--- config.mk ---
export PLATFORM = sky130hd
export DESIGN_NAME = vga_fetch_arbiter
export DESIGN_NICKNAME = d
export VERILOG_FILES = /design/src/rtl/vga_fetch_arbiter.sv
export SDC_FILE = /design/constraint.sdc
export NUM_CORES = 1
export LEC_CHECK = 0
export ABC_AREA = 1
export CAP_MARGIN = 10
export CORE_MARGIN = 1.5
export CORE_UTILIZATION = 30
export DETAILED_ROUTE_END_ITERATION = 6
export DONT_BUFFER_PORTS = 1
export MAX_ROUTING_LAYER = met4
export SLEW_MARGIN = 40
export SYNTH_ARGS = -nofsm -noshare
export SYNTH_HDL_FRONTEND = slang
export SYNTH_SLANG_ARGS = --single-unit
--- constraint.sdc ---
create_clock -name clk -period 4.5 [get_ports clk]
set_clock_uncertainty 0.1 [all_clocks]
set_input_delay 0.45 -clock clk [delete_from_list [all_inputs] [get_ports clk]]
set_output_delay 0.45 -clock clk [all_outputs]
set_load 0.01 [all_outputs]
--- src/rtl/vga_fetch_arbiter.sv ---
// Framebuffer port arbiter: shares one single-port memory between the CPU bus and
// the scanline fetcher that fills the pixel line buffer during horizontal blanking.
module vga_fetch_arbiter #(
  parameter int ADDR_W         = 16,
  parameter int DATA_W         = 32,
  parameter int WORDS_PER_LINE = 32,
  parameter int LINE_STRIDE    = 32,
  parameter int FB_BASE        = 0,
  parameter int CPU_SLOT       = 4,
  localparam int LB_W          = (WORDS_PER_LINE > 1) ? $clog2(WORDS_PER_LINE) : 1
) (
  input  logic              clk,
  input  logic              rst_n,
  input  logic              fetch_start,
  input  logic              fetch_en,
  input  logic [9:0]        fetch_row,
  input  logic              cpu_req,
  input  logic              cpu_we,
  input  logic [ADDR_W-1:0] cpu_addr,
  input  logic [DATA_W-1:0] cpu_wdata,
  output logic [DATA_W-1:0] cpu_rdata,
  output logic              cpu_ack,
  output logic              mem_req,
  output logic              mem_we,
  output logic [ADDR_W-1:0] mem_addr,
  output logic [DATA_W-1:0] mem_wdata,
  input  logic [DATA_W-1:0] mem_rdata,
  input  logic              mem_ack,
  output logic              lb_we,
  output logic [LB_W-1:0]   lb_waddr,
  output logic [DATA_W-1:0] lb_wdata,
  output logic              fetch_busy,
  output logic              underrun,
  input  logic              underrun_clr
);

  localparam int REM_W = $clog2(WORDS_PER_LINE + 1);
  localparam int CNT_W = $clog2(CPU_SLOT + 1);

  typedef enum logic [1:0] {IDLE, VID, CPU} state_t;

  state_t            state;
  logic [REM_W-1:0]  remaining;
  logic [LB_W-1:0]   word_idx;
  logic [ADDR_W-1:0] vid_addr;
  logic [CNT_W-1:0]  vid_cnt;
  logic              stale;      // in-flight video access belongs to an abandoned line

  logic              vid_pending;
  logic              cpu_elig;
  logic              vid_elig;
  logic              grant_vid;
  logic              grant_cpu;
  logic              underrun_evt;
  logic [CNT_W-1:0]  vid_cnt_inc;
  logic [ADDR_W-1:0] arm_addr;

  assign vid_pending  = (remaining != '0);
  assign underrun_evt = fetch_start && (vid_pending || (state == VID));
  assign cpu_elig     = cpu_req && !cpu_ack;
  // A line being re-armed this cycle must not issue one more word of the old line.
  assign vid_elig     = vid_pending && !fetch_start;
  assign grant_vid    = (state == IDLE) && vid_elig &&
                        (!cpu_elig || (vid_cnt != CNT_W'(CPU_SLOT)));
  assign grant_cpu    = (state == IDLE) && cpu_elig && !grant_vid;
  assign vid_cnt_inc  = (vid_cnt == CNT_W'(CPU_SLOT)) ? vid_cnt : vid_cnt + 1'b1;
  assign arm_addr     = ADDR_W'(FB_BASE) + ADDR_W'(fetch_row) * ADDR_W'(LINE_STRIDE);
  assign fetch_busy   = vid_pending || (state == VID);

  always_ff @(posedge clk or negedge rst_n) begin
    if (!rst_n) begin
      state     <= IDLE;
      remaining <= '0;
      word_idx  <= '0;
      vid_addr  <= '0;
      vid_cnt   <= '0;
      stale     <= 1'b0;
      mem_req   <= 1'b0;
      mem_we    <= 1'b0;
      mem_addr  <= '0;
      mem_wdata <= '0;
      lb_we     <= 1'b0;
      lb_waddr  <= '0;
      lb_wdata  <= '0;
      cpu_ack   <= 1'b0;
      cpu_rdata <= '0;
      underrun  <= 1'b0;
    end else begin
      // NOTE: pulses default low and later assignments in this block take precedence;
      // non-blocking updates make the order of these statements the priority order.
      lb_we   <= 1'b0;
      cpu_ack <= 1'b0;

      case (state)
        IDLE: begin
          if (grant_vid) begin
            state    <= VID;
            mem_req  <= 1'b1;
            mem_we   <= 1'b0;
            mem_addr <= vid_addr;
            vid_cnt  <= cpu_req ? vid_cnt_inc : '0;
          end else if (grant_cpu) begin
            state     <= CPU;
            mem_req   <= 1'b1;
            mem_we    <= cpu_we;
            mem_addr  <= cpu_addr;
            mem_wdata <= cpu_wdata;
            vid_cnt   <= '0;
          end else if (!cpu_req) begin
            vid_cnt <= '0;
          end
        end
        VID: begin
          if (mem_ack) begin
            state   <= IDLE;
            mem_req <= 1'b0;
            stale   <= 1'b0;
            if (!stale && !fetch_start) begin
              lb_we     <= 1'b1;
              lb_waddr  <= word_idx;
              lb_wdata  <= mem_rdata;
              word_idx  <= word_idx + 1'b1;
              vid_addr  <= vid_addr + 1'b1;
              remaining <= remaining - 1'b1;
            end
          end else if (fetch_start) begin
            stale <= 1'b1;
          end
        end
        CPU: begin
          if (mem_ack) begin
            state   <= IDLE;
            mem_req <= 1'b0;
            cpu_ack <= 1'b1;
            if (!mem_we) cpu_rdata <= mem_rdata;
          end
        end
        default: state <= IDLE;
      endcase

      if (fetch_start) begin
        if (fetch_en) begin
          remaining <= REM_W'(WORDS_PER_LINE);
          word_idx  <= '0;
          vid_addr  <= arm_addr;
        end else begin
          remaining <= '0;
        end
      end

      if (underrun_evt)      underrun <= 1'b1;
      else if (underrun_clr) underrun <= 1'b0;
    end
  end

endmodule

# Word-level counts from Yosys, hierarchy flattened
# Index checks and enable logic that the tools add are counted.
dict set report totals {
  regBits 155
  latch_bits 0
  ramBits 0
  romBits 0
  input_bits 98
  output_inout_bits 123
  memories 0
}
dict set report op_classes {
  addsub 4
  multipliers 0
  div_mod_pow 0
  magnitude_cmp 0
  eq_ne 8
  shifts 0
  muxes 41
  n_bitwise 2
  n_reduce_logical 33
}
# op count
set op_table {}
lappend op_table {{2-to-1 mux 16 bit} 7}
lappend op_table {{2-to-1 mux 6 bit} 5}
lappend op_table {{2-to-1 mux 5 bit} 5}
lappend op_table {{AND reduction 3 bit} 6}
lappend op_table {{adder 16 x 1 -> 16 bit, second input constant} 1}
lappend op_table {{2-to-1 mux 3 bit} 5}
lappend op_table {{2-to-1 mux 1 bit} 14}
lappend op_table {{nonzero test 2 bit} 6}
lappend op_table {{inequality test 3 bit, second input constant} 3}
lappend op_table {{logical AND 1 bit} 8}
lappend op_table {{2-to-1 mux 2 bit} 3}
lappend op_table {{AND reduction 2 bit} 3}
lappend op_table {{nonzero test 6 bit} 1}
lappend op_table {{subtractor 6 x 1 -> 6 bit, second input constant} 1}
lappend op_table {{adder 5 x 1 -> 5 bit, second input constant} 1}
lappend op_table {{zero test 1 bit} 5}
lappend op_table {{case mux 2 bit (2 select lines)} 1}
lappend op_table {{adder 3 x 1 -> 3 bit, second input constant} 1}
lappend op_table {{equality test 3 bit, second input constant} 1}
lappend op_table {{inequality test 3 x 1 -> 1 bit, second input constant} 1}
lappend op_table {{equality test 2 x 1 -> 1 bit, second input constant} 1}
lappend op_table {{equality test 2 bit, second input constant} 1}
lappend op_table {{zero test 2 bit} 1}
lappend op_table {{logical OR 1 bit} 2}
lappend op_table {{4 further kinds} 5}

# Depth between registers and ports, before layout
# Gate-level depths: netlist (run 1).
dict set report depth {
  ltp_word 10
  ltp_mapped 11
  mapped_depth_nobuf 11
}

# Worst setup path before layout (run 1)
# Ideal clock, no wire load.
dict set report synth_timing {
  path_type {flip-flop to flip-flop}
  startpoint {register state[0]}
  endpoint {register mem_addr[5]}
  setup_time_ps 123
  arrival_ps 1455
  required_time_ps 4277
  slack_ps 2822
  path_stages_with_launch 10
  path_buffers 2
  synth_period_minus_slack_ps 1678
  cell_sequence {dfrtp_1 inv_1 ha_1 nand2_1 inv_2 nand3_4 buf_6 buf_4 o21ai_1 o21ai_1}
}
dict set report synth_via {
  elab_chain_len 7
}
# item line_no
set synth_rtl {}
lappend synth_rtl {{start: declaration} 42} ;# state_t state;
lappend synth_rtl {{start signal: assignment} 72} ;# state <= IDLE;
lappend synth_rtl {{start signal: assignment} 97} ;# state <= VID;
lappend synth_rtl {{start signal: assignment} 103} ;# state <= CPU;
lappend synth_rtl {{zero test 2 bit (*)} {63, 65, 94}}
lappend synth_rtl {{logical AND 1 bit (2 in series)} 63} ;# assign grant_vid = (state == IDLE) && vid_elig &&
lappend synth_rtl {{zero test 1 bit} 65} ;# assign grant_cpu = (state == IDLE) && cpu_elig && !grant_vid;
lappend synth_rtl {{logical AND 1 bit} 65}
lappend synth_rtl {{nonzero test 2 bit (no source line)} -}
lappend synth_rtl {{AND reduction 2 bit (no source line)} -}
lappend synth_rtl {{end signal: assignment} 100} ;# mem_addr <= vid_addr;
lappend synth_rtl {{end signal: assignment} 106} ;# mem_addr <= cpu_addr;
lappend synth_rtl {{end: declaration} 25} ;# output logic [ADDR_W-1:0] mem_addr,
# Mark *: on every way between the ends. The rest lies on a longest branch, timed or not.
# A chain may end at the register's enable or synchronous reset.

# Final worst setup path (run 1)
dict set report layout_timing {
  startpoint {register state[0]}
  endpoint {register mem_we}
}
dict set report layout_via {
  elab_chain_len 7
}
# item line_no
set layout_rtl {}
lappend layout_rtl {{zero test 2 bit (*)} {63, 65, 94}}
lappend layout_rtl {{logical AND 1 bit (2 in series)} 63}
lappend layout_rtl {{zero test 1 bit} 65}
lappend layout_rtl {{logical AND 1 bit} 65}
lappend layout_rtl {{nonzero test 2 bit (no source line)} -}
lappend layout_rtl {{AND reduction 2 bit (no source line)} -}
lappend layout_rtl {{end signal: assignment} 105} ;# mem_we <= cpu_we;
lappend layout_rtl {{end: declaration} 24} ;# output logic mem_we,
# Marks and branches as above.

==> reports/qor.csv, run 1 <==
stage,metric,value,unit
run_status,status,"finished, violations left",
run_status,violated checks,design-rule violations,
worst_setup_path,FF-to-FF setup slack,1.62,ns
placement,DP HPWL,10500,µm
worst_setup_path,Setup CP Type,flop to flop,
global_route,grt ovf,0,
floorplanning,Core Rows,54,
layout,synth-to-layout area growth,12.8,%
drt,wire per inst,14.2,µm
timing,final period utilization,64.1,%
timing,Max Slew Vio Count,0,
layout,layout cells sized above 1,6.82,%
logic_synthesis,"Seq/Total Area, Yosys",57.5,%
clocking,CTS Hold Bufs,2,
clocking,clock sink count,155,
min_path,Hold WC Path Type,primary input to flop,
clocking,CTS tree,done,
logic_synthesis,cell area after synthesis,0.00674,mm²
power_and_ir_drop,peak supply drop,0.251,mV
clocking,Max Root-Sink Buffers,2,
timing,final hold viol count,0,
logic_synthesis,Syn Inst Count,802,
floorplanning,Core Area,0.0220,mm²
layout,layout net count,900,
drt,Detail Route Antenna Nets,0,
floorplanning,I/O pin cnt,221,
placement,RD Place Congestion,0.846,
worst_setup_path,slowest CP cell,nand2_2,
timing,Final WS setup,1.62,ns
timing,max_slew headroom,51.6,%
layout,fill count,2253,
global_route,initial antenna violation count,0,
timing,unrepaired setup endpoints after global routing,no,
clocking,post-cts resize count,0,
power_and_ir_drop,Power Dens Cells,657,mW/mm²
layout,"commonest non-fill, non-tap cell in the layout",nand2_1,
timing,setup TNS,0,ns
layout,Post-Layout Cell Count,1086,
layout,register area,0.00388,mm²
worst_setup_path,CP Launch Type,flop,
worst_setup_path,CP max FO,40,
floorplanning,die span in x,153,µm
floorplanning,Initial Utilization,30.7,%
placement,Placed Cells,1051,
drt,Initial DRC Count,364,
clocking,Worst-path clk slew,0.07,ns
timing,final setup violating endpoints,0,
placement,dpl ws,1.55,ns
global_route,vias in the first global route,4817,
logic_synthesis,post-synthesis net count,909,
floorplanning,die span in y,153,µm
worst_setup_path,crit end category,flop,
floorplanning,die area,0.0234,mm²
drt,drt pass-1 iters,7,
drt,Post-route DRC,15,
layout,"commonest non-fill, non-tap cells in the layout","nand2_1, dfrtp_1, inv_1, o21ai_0, nor2_1",
worst_setup_path,"Top cell by count, worst path",nand2_1,
clocking,root buffer cell,clkbuf_16,
placement,Post-DP Area,0.00694,mm²
layout,Ant. Diodes,0,
drt,number of vias per cell,4.55,
worst_setup_path,Critical Path RT,4.71,ns
clocking,postcts setup bufs,0,
placement,PortBufs,0,
layout,final instance area,0.00761,mm²
drt,Total Wirelength,15500,µm
run,number of max-cap violations,0,
timing,Max Fclk,0.347,GHz
timing,Final min period,2.88,ns
power_and_ir_drop,Static Leakage,3.92,nW
drt,DR vias,4941,
logic_synthesis,warnings from Yosys,0,
layout,area occupied by multi-input gates,0.00235,mm²
global_route,first-pass GRT wire length,25200,µm
layout,fin util,34.6,%
worst_setup_path,crit path cell chain,inv_1 -> ha_1 -> nand2_1 -> inv_2 -> nand3_4 -> nand2_2 -> inv_2 -> nand2_1 -> nand2_1,
global_route,largest net degree at the start of global routing,156,
logic_synthesis,Synth Area per Inst,8.41,µm²
logic_synthesis,#FFs+latches synth,155,
logic_synthesis,Synth cell types,27,
worst_setup_path,"slowest stage delay, CP",0.64,ns
clocking,H-tree depth,4,
timing,Slew @ Worst Pin,0.723,ns
clocking,Clock Latency Late Sink,0.42,ns
global_route,gr usage total,13.9,%
worst_setup_path,Critical Path AT,3.09,ns
clocking,CTS buffer count,17,
[through the flow]
stage / total power [mW] / hold WS [ns]
after global placement: 3.49 / 0.0628
after global routing: 5.36 / 0.0122
after detailed placement: 3.52 / 0.0625
after floorplan: 3.26 / 0.0544
final: 4.99 / 0.0332
after CTS: 5.07 / 0.0125
[worst max-delay path, delay by kind of cell (launching register included)]
| family | cells | cell delay, ns |
|---|---|---|
| AND/OR/NAND/NOR | 5 | 1.32 |
| flip-flops | 1 | 0.41 |
| buffers and inverters | 3 | 0.61 |
| adder cells (fa/ha/maj) | 1 | 0.30 |
[path summary, 6_finish.rpt]
kind,from,endpoint,cells past startpoint
setup / recovery,state[0],mem_we,9
hold / removal,cpu_wdata[30],mem_wdata[30],2
setup reg to reg,state[0],mem_we,9
hold reg to reg,remaining[3],remaining[3],1
max in group asynchronous,rst_n,mem_wdata[2],3
min in group asynchronous,rst_n,lb_we,2
[routing by layer]
layer  global-route usage, %  wire (µm)  share of wire, %  vias up
met5                       -          0                 0        -
met3                    4.54       1240               8.0       19
met4                    4.48        193               1.2        0
met2                    20.3       6750                44      173
li1                        -          -                 -     2492
met1                    18.3       7270                47     2257
[logic make-up after synthesis]
group	count (synthesis)	synth area share [%]
AO/OA/AOI/OAI	132	9.85
XOR/XNOR	3	0.390
adder cells (fa/ha/maj)	9	1.67
buffers and inverters	126	7.70
flip-flops	155	57.5
AND/OR/NAND/NOR	377	22.9
[synth_stat cells]
cell / n / share of area [%]
o21ai_1: 32 / 2.4
buf_6: 2 / 0.33
inv_2: 5 / 0.28
nand3_2: 1 / 0.15
nand2_2: 3 / 0.28
dfrtp_1: 155 / 58
inv_1: 89 / 5.0
nand2_1: 280 / 16
buf_2: 13 / 0.96
nand3_4: 1 / 0.26
nor2_1: 43 / 2.4
ha_1: 9 / 1.7
o21bai_1: 1 / 0.11
nor2_2: 1 / 0.093
or2_2: 5 / 0.46
buf_4: 4 / 0.45
a21oi_1: 19 / 1.4
o22ai_1: 1 / 0.093
xnor2_1: 1 / 0.13
nor3_2: 1 / 0.15
o21ai_0: 79 / 5.9
xor2_1: 2 / 0.26
nor2_4: 2 / 0.33
clkbuf_1: 13 / 0.72
nand4_1: 10 / 0.93
nand3_1: 28 / 2.1
nor3_1: 2 / 0.15
[flip-flops by register name, indices dropped and copies added, names as in the netlist]
| signal | flops |
|---|---|
| mem_addr | 16 |
| mem_we | 1 |
| stale | 1 |
| vid_addr | 16 |
| state | 2 |
| word_idx | 5 |
| vid_cnt | 3 |
| remaining | 6 |
| underrun | 1 |
| lb_wdata | 32 |
| lb_waddr | 5 |
| mem_req | 1 |
| mem_wdata | 32 |
| cpu_rdata | 32 |
| lb_we | 1 |
| cpu_ack | 1 |
[area by class of cell]
class | count | share of cell area [%]
clock buffer | 17 | 5.59
clock inverter | 15 | 2.32
inverter | 94 | 4.64
multi-input combinational | 521 | 30.9
sequential | 155 | 51.0
tap | 280 | 4.61
timing repair buffer | 4 | 0.954
[report_power, final]
group	internal [mW]	total (mW)	leakage [nW]	switching [mW]
registers	1.92	2.56	1.97	0.640
logic	0.346	0.957	1.65	0.611
clock network	0.840	1.48	0.295	0.642
Power figures use the tool's default switching activity.
==> inputs of run 2 (changes only) <==
==> constraint.sdc (replaced) <==
create_clock -name clk -period 2.9 [get_ports clk]
set_clock_uncertainty 0.1 [all_clocks]
set_input_delay 0.29 -clock clk [delete_from_list [all_inputs] [get_ports clk]]
set_output_delay 0.29 -clock clk [all_outputs]
set_load 0.01 [all_outputs]
==> run 2 against run 1 <==
The run ends with design-rule violations, negative hold slack left. Combinational power rose by 68%. Routed wire length rose by 8.1%. Global-route usage rose by 0.87 points. First-iteration DRC count fell by 4.9%. Sequential power rose by 55%. Count of clock-buffer cells in the layout did not move. Die area did not move.
==> reports/qor.csv, run 2 (synthesis results as in run 1) <==
stage,metric,value,unit,change
layout,"commonest non-fill, non-tap cells in the layout","nand2_1, dfrtp_1, dlygate4sd3_1, inv_1, o21ai_0",,
power_and_ir_drop,peak supply drop,0.374,mV,+49%
placement,Post-DP Area,0.00699,mm²,+0.79%
run_status,status,"finished, violations left",,
clocking,clock sink count,155,,unchanged
timing,final setup violating endpoints,0,,unchanged
layout,layout cells sized above 1,6.44,%,-0.39 points
worst_setup_path,Crit Reg-Reg Startpoint,remaining[0],,
timing,Max Fclk,0.458,GHz,+32%
drt,Total Wirelength,16700,µm,+8.1%
timing,final period utilization,75.3,%,+11 points
placement,DP HPWL,10900,µm,+4.0%
layout,final instance area,0.00853,mm²,+12%
floorplanning,Core Area,0.0220,mm²,unchanged
worst_setup_path,CP Launch Type,flop,,
layout,Ant. Diodes,0,,unchanged
timing,Max Slew Vio Count,0,,unchanged
floorplanning,I/O pin cnt,221,,unchanged
worst_setup_path,CP max FO,4,,-90%
floorplanning,die area,0.0234,mm²,unchanged
drt,Initial DRC Count,346,,-4.9%
layout,layout net count,995,,+11%
global_route,initial antenna violation count,0,,unchanged
worst_setup_path,Setup CP Type,flop to flop,,
clocking,Worst-path clk slew,0.07,ns,about the same
drt,Post-route DRC,15,,unchanged
clocking,CTS Hold Bufs,92,,+90
drt,number of vias per cell,4.55,,about the same
placement,PortBufs,0,,unchanged
clocking,postcts setup bufs,0,,unchanged
power_and_ir_drop,Power Dens Cells,929,mW/mm²,+42%
clocking,CTS tree,done,,
clocking,Clock Latency Late Sink,0.42,ns,about the same
run,number of max-cap violations,0,,unchanged
min_path,Hold WC Path Type,primary input to asynchronous set/reset pin,,
global_route,vias in the first global route,5221,,+8.4%
floorplanning,die span in x,153,µm,unchanged
timing,Slew @ Worst Pin,0.668,ns,-0.0555 ns
timing,final hold viol count,155,,+155
timing,setup TNS,0,ns,unchanged
placement,RD Place Congestion,0.831,,-1.8%
run_status,violated checks,"design-rule violations, negative hold slack",,
timing,max_slew headroom,55.4,%,+3.8 points
worst_setup_path,CP startpoint,remaining[0],,
layout,largest registers,"cpu_rdata: 32 flops, lb_wdata: 32 flops, mem_wdata: 32 flops",,
clocking,H-tree depth,4,,unchanged
power_and_ir_drop,Power Total,7.92,mW,+59%
global_route,largest net degree at the start of global routing,156,,unchanged
timing,Hold Slack,-0.529,ns,-0.562 ns
global_route,gr usage total,14.8,%,+0.87 points
global_route,first-pass GRT wire length,26800,µm,+6.5%
worst_setup_path,crit end category,flop,,
power_and_ir_drop,Static Leakage,4.31,nW,+9.9%
clocking,Max Root-Sink Buffers,2,,unchanged
clocking,post-cts resize count,0,,unchanged
floorplanning,die span in y,153,µm,unchanged
layout,"commonest non-fill, non-tap cell in the layout",nand2_1,,
drt,drt pass-1 iters,7,,unchanged
worst_setup_path,Critical Path AT,2.38,ns,-0.71 ns
clocking,root buffer cell,clkbuf_16,,
drt,Detail Route Antenna Nets,0,,unchanged
floorplanning,Core Rows,54,,unchanged
drt,wire per inst,14.2,µm,-0.56%
timing,unrepaired setup endpoints after global routing,no,,
worst_setup_path,Critical Path RT,3.10,ns,-1.61 ns
layout,synth-to-layout area growth,26.4,%,
floorplanning,Initial Utilization,30.7,%,unchanged
global_route,grt ovf,0,,unchanged
drt,DR vias,5369,,+8.7%
clocking,CTS buffer count,17,,unchanged
timing,Final min period,2.18,ns,-0.700 ns
[run 2: stage by stage]
step,cells,utilization [%],hold slack [ns],setup slack [ns]
after floorplan,802,-,-0.106,1.22
after global placement,1057,31.8,-0.0967,0.884
after detailed placement,1057,31.8,-0.0990,0.831
after CTS,1181,38.8,-0.556,0.716
after global routing,1181,38.8,-0.559,0.544
final,1181,38.8,-0.529,0.717
[run 2: layout make-up]
type,count,area (µm²)
Clock buffer,17,425
Clock inverter,15,188
Fill cell,2148,13400
Inverter,94,353
Multi-Input combinational cell,521,2340
Sequential cell,155,3880
Tap cell,280,350
Timing Repair Buffer,99,986
[run 2: layer usage]
layer | wire [µm] | vias to the layer above | global-route usage (%)
met5 | 0 | - | -
met4 | 116 | 0 | 3.64
met3 | 1250 | 10 | 4.76
met2 | 7710 | 189 | 22.2
met1 | 7640 | 2497 | 19.3
li1 | - | 2673 | -
[run 2: critical path, cell delays in order, from the launching register on]
cell and delay, ns:
dfrtp_1 0.36, inv_1 0.10, ha_1 0.20, nand3_1 0.20
or2_2 0.40, nand2_1 0.09, o21ai_0 0.07, dlygate4sd3_1 0.55
[run 2: report_power, final]
part	switching (mW)	total (mW)	internal, mW
Combinational	0.972	1.61	0.637
Sequential	0.999	3.97	2.97
Clock	0.970	2.34	1.37
[run 2: path summary, 6_finish.rpt]
path | endpoint | slack (ns) | cells past startpoint
max in group asynchronous | mem_req | 3.00 | 0
setup / recovery | underrun | 0.72 | 7
hold / removal | cpu_rdata[0] | -0.53 | 0
min in group clk | mem_addr[7] | 0.02 | 4
hold reg to reg | remaining[3] | 0.38 | 1
setup reg to reg | underrun | 0.72 | 7
